--- config.mk ---
export PLATFORM = sky130hd
export DESIGN_NAME = calc_mux_arbiter
export DESIGN_NICKNAME = d
export VERILOG_FILES = /design/src/rtl/calc_mux_arbiter.sv
export SDC_FILE = /design/constraint.sdc
export NUM_CORES = 1
export LEC_CHECK = 0
export CAP_MARGIN = 20
export CORE_ASPECT_RATIO = 0.8
export CORE_MARGIN = 10
export CORE_UTILIZATION = 32
export CTS_CLUSTER_DIAMETER = 60
export DETAILED_ROUTE_END_ITERATION = 10
export GPL_TIMING_DRIVEN = 0
export MAX_ROUTING_LAYER = met4
export PLACE_DENSITY = 0.81
export SYNTH_ARGS = -nofsm -noshare
export SYNTH_HDL_FRONTEND = slang
export SYNTH_SLANG_ARGS = --single-unit
--- constraint.sdc ---
create_clock -name clk -period 1.51 [get_ports clk]
set_clock_uncertainty 0.2 [all_clocks]
set_input_delay 0.151 -clock clk [delete_from_list [all_inputs] [get_ports clk]]
set_output_delay 0.151 -clock clk [all_outputs]
set_load 0.05 [all_outputs]
--- src/rtl/calc_mux_arbiter.sv ---
// Two-requester round-robin arbiter driving the calculator's shared operand mux.
// Grants are held for a whole packet; per-requester completed-packet counters wrap.
module calc_mux_arbiter #(
    parameter int WIDTH = 8,
    parameter int CNT_W = 4
) (
    input  logic             clk,
    input  logic             rst_n,
    input  logic             req0_val,
    input  logic [WIDTH-1:0] req0_data,
    input  logic             req0_last,
    output logic             req0_rdy,
    input  logic             req1_val,
    input  logic [WIDTH-1:0] req1_data,
    input  logic             req1_last,
    output logic             req1_rdy,
    output logic             out_val,
    output logic [WIDTH-1:0] out_data,
    output logic             out_last,
    input  logic             out_rdy,
    output logic             sel,
    output logic             busy,
    output logic [CNT_W-1:0] pkt_cnt0,
    output logic [CNT_W-1:0] pkt_cnt1
);

    typedef enum logic [1:0] {
        IDLE = 2'd0,
        OWN0 = 2'd1,
        OWN1 = 2'd2
    } state_t;

    state_t     state_reg, state_next;
    logic       last_owner_reg, last_owner_next;
    logic [1:0] eop;

    always_ff @(posedge clk or negedge rst_n) begin
        if (!rst_n) begin
            state_reg      <= IDLE;
            last_owner_reg <= 1'b1;
        end else begin
            state_reg      <= state_next;
            last_owner_reg <= last_owner_next;
        end
    end

    always_comb begin
        state_next      = state_reg;
        last_owner_next = last_owner_reg;
        eop             = 2'b00;
        sel             = 1'b0;
        busy            = 1'b0;
        out_val         = 1'b0;
        req0_rdy        = 1'b0;
        req1_rdy        = 1'b0;
        case (state_reg)
            IDLE: begin
                // On a tie the requester that did not own the last packet wins
                if (req0_val && req1_val)
                    state_next = last_owner_reg ? OWN0 : OWN1;
                else if (req0_val)
                    state_next = OWN0;
                else if (req1_val)
                    state_next = OWN1;
            end
            OWN0: begin
                busy     = 1'b1;
                out_val  = req0_val;
                req0_rdy = out_rdy;
                if (req0_val && out_rdy && req0_last) begin
                    eop[0]          = 1'b1;
                    last_owner_next = 1'b0;
                    state_next      = req1_val ? OWN1 : IDLE;
                end
            end
            OWN1: begin
                sel      = 1'b1;
                busy     = 1'b1;
                out_val  = req1_val;
                req1_rdy = out_rdy;
                if (req1_val && out_rdy && req1_last) begin
                    eop[1]          = 1'b1;
                    last_owner_next = 1'b1;
                    state_next      = req0_val ? OWN0 : IDLE;
                end
            end
            default: state_next = IDLE;
        endcase
    end

    // Data path is a plain unregistered 2:1 mux steered by the grant
    assign out_data = sel ? req1_data : req0_data;
    assign out_last = sel ? req1_last : req0_last;

    genvar gi;
    generate
        for (gi = 0; gi < 2; gi++) begin : g_cnt
            logic [CNT_W-1:0] cnt_reg;
            always_ff @(posedge clk or negedge rst_n) begin
                if (!rst_n)
                    cnt_reg <= '0;
                else if (eop[gi])
                    cnt_reg <= cnt_reg + 1'b1;
            end
        end
    endgenerate

    assign pkt_cnt0 = g_cnt[0].cnt_reg;
    assign pkt_cnt1 = g_cnt[1].cnt_reg;

endmodule

==> impl_metrics.tcl <==
set metrics [dict create \
    ys.warnings.count 0 \
    cts_hold_buffers 0 \
    status "finished, violations left" \
    fillers 162 \
    ys_seq_area_frac 0.382 \
    cts_root_buf "clkbuf_4" \
    synth.area.mux_share 0.140 \
    avgSynthCellArea_um2 10.2 \
    power_density_nw_per_um2 1890 \
    synth_fa_ha_area_frac 0.104 \
    dpl_cell_area_um2 1230 \
    first_pass_iters 4 \
    p_leak_nw 0.664 \
    syn_inst 71 \
    routed_wl_um 2890 \
    multi_input_area_um2 554 \
    regArea_um2 278 \
    die_w_um 73.2 \
    syn_area_um2 723 \
    ys_types 24 \
    numClockSinks 11 \
    netlist.top_cell.by_area "dfrtp_1" \
    fmax_ghz 0.522 \
    syn_to_final_growth_pct 105 \
    dieArea_um2 4570 \
    cts_max_level 1 \
    synthTopCellsByArea "dfrtp_1, mux2_2, ha_1" \
    timing.final.ws_setup_ns -0.407 \
    vias 756 \
    start_util 0.335 \
    grt_max_degree 12 \
    layout_min_cycle_time_ns 1.92 \
    tightest_slew_ns 0.502 \
    critical_path.startpoint_type "register" \
    route.detailed.vias_per_inst 4.97 \
    rsz0062_at_grt "true" \
    cts_buffer_depth 2 \
    track_usage 0.117 \
    synth_nets 100 \
    failed_checks "setup timing" \
    grt_pass1_vias 807 \
    port_buffers 44 \
    peakVddDrop_uv 1300 \
    place.gp.congestion 0.769 \
    wl_per_cell_um 19.0 \
    hold_class "in -> async" \
    grt_antenna_before_repair 0 \
    min_period_over_period 1.27 \
    nets 157 \
    place_hpwl_um 1990 \
    cts_made_buffers 3 \
    dp_slack_ns -0.927 \
    clk_pin_slew_ns 0.07 \
    ioPinCount 45 \
    instances_no_fill 152 \
    drive_gt1_frac 0.472 \
    slew_headroom 0.664 \
    num_rows 15 \
    place_inst 140 \
    clock_latency_ns 0.27 \
    drc 0 \
    hold_viol 0 \
    die_y_um 62.5 \
    arrival_ns 1.57 \
    grt_first_pass_wirelength_um 4060 \
    coreArea_um2 2160 \
    synth_seq_cells 11 \
    overflow 0 \
    route.antenna.remaining_nets 0 \
    yosys.area.top_type_share 0.346 \
    antenna_cells 0 \
    finalSetupViolCount 22 \
    crit_type "reg -> out" \
    final_area_um2 1480 \
    worstPathMaxFanout 6 \
    drv_slew 0 \
    synth_top_family_by_area "simple AND/OR/NAND/NOR gates" \
    synth-simple-area-share 0.183 \
    layout_commonest_cell "clkdlybuf4s50_1" \
    cts_tree "built" \
    maxCapViolCount 0 \
    synth_xor_area_frac 0.0727 \
    final_cell_mix "clkdlybuf4s50_1, nand2_1, buf_8" \
    cp.required_ns 1.16 \
    drt_iter0_markers 33 \
    fin_util 0.688 \
    synth_compound_area_frac 0.0952 \
    cp-end-kind "output port" \
]
## routing by layer
metal,global-route usage,vias up,share of wire,wire [µm]
li1,-,362,-,-
met1,0.0955,375,0.33,947
met2,0.234,15,0.61,1770
met3,0.0444,4,0.047,137
met4,0.0213,0,0.012,34
met5,-,-,0,0
## area by class of cell
| type | count | share of cell area |
|---|---|---|
| timing repair buffer | 52 | 0.383 |
| multi-input combinational | 56 | 0.374 |
| sequential | 11 | 0.187 |
| tap | 25 | 0.0211 |
| clock buffer | 4 | 0.0177 |
| buffer | 1 | 0.0101 |
| inverter | 3 | 0.00759 |
## timing repair
| action | 4_1_cts | 5_1_grt |
|---|---|---|
| setup buffers | 5 | 2 |
| gates cloned | 0 | 1 |
| setup endpoints to repair | 31 | 27 |
| pin swaps | 4 | 2 |
| resized for setup | 131 | 28 |
## stage by stage
step | hold slack, ns | total power, W | setup TNS, ns
global route | 0.0250 | 0.00296 | -7.19
floorplan | -0.345 | 0.00165 | -3.80
CTS | 0.0308 | 0.00261 | -5.42
finish | 0.0167 | 0.00281 | -5.66
global placement | 0.261 | 0.00211 | -11.18
detailed placement | 0.264 | 0.00216 | -11.80
## Yosys cell counts
| library cell | count |
|---|---|
| a21boi_0 | 1 |
| a21oi_1 | 2 |
| a22oi_1 | 1 |
| a32o_1 | 2 |
| and2_1 | 1 |
| and2_4 | 1 |
| and2b_1 | 1 |
| and3_4 | 1 |
| buf_2 | 1 |
| dfrtp_1 | 10 |
| dfstp_2 | 1 |
| ha_1 | 6 |
| inv_1 | 3 |
| mux2_2 | 9 |
| nand2_1 | 13 |
| nand2b_1 | 1 |
| nand3_1 | 3 |
| nand4_1 | 2 |
| nand4_2 | 1 |
| nor2_1 | 1 |
| o21ai_0 | 2 |
| o21ai_1 | 1 |
| o22a_1 | 1 |
| xnor2_1 | 6 |
## power breakdown
part / switching (W) / internal, W / total [W]
clock network: 0.0000955 / 0.000102 / 0.000198
registers: 0.000122 / 0.000407 / 0.000529
logic: 0.00114 / 0.000943 / 0.00208
## worst max-delay path: stages, from the launching register on
cell and delay (ns):
dfrtp_1 0.40, inv_2 0.08, ha_4 0.19, clkbuf_16 0.16, mux2_4 0.31, buf_8 0.15
## cells by family after synthesis
logic type	count (synthesis)
simple gates	25
flops	11
compound gates	10
mux	9
xor+xnor	6
fa+ha+maj	6
buf+inv	4
## worst paths after layout
kind                               from  cells past startpoint  slack [ns]      endpoint
min                               rst_n                      1        0.02   pkt_cnt0[0]
max in group asynchronous         rst_n                      1        0.73  state_reg[1]
min reg2reg                 pkt_cnt1[3]                      1        0.27   pkt_cnt1[3]
max                        state_reg[0]                      5       -0.41   out_data[3]
max reg2reg                state_reg[0]                      7       -0.23   pkt_cnt1[3]
min in group clk            pkt_cnt1[3]                      1        0.27   pkt_cnt1[3]
Power figures use the tool's default switching activity.
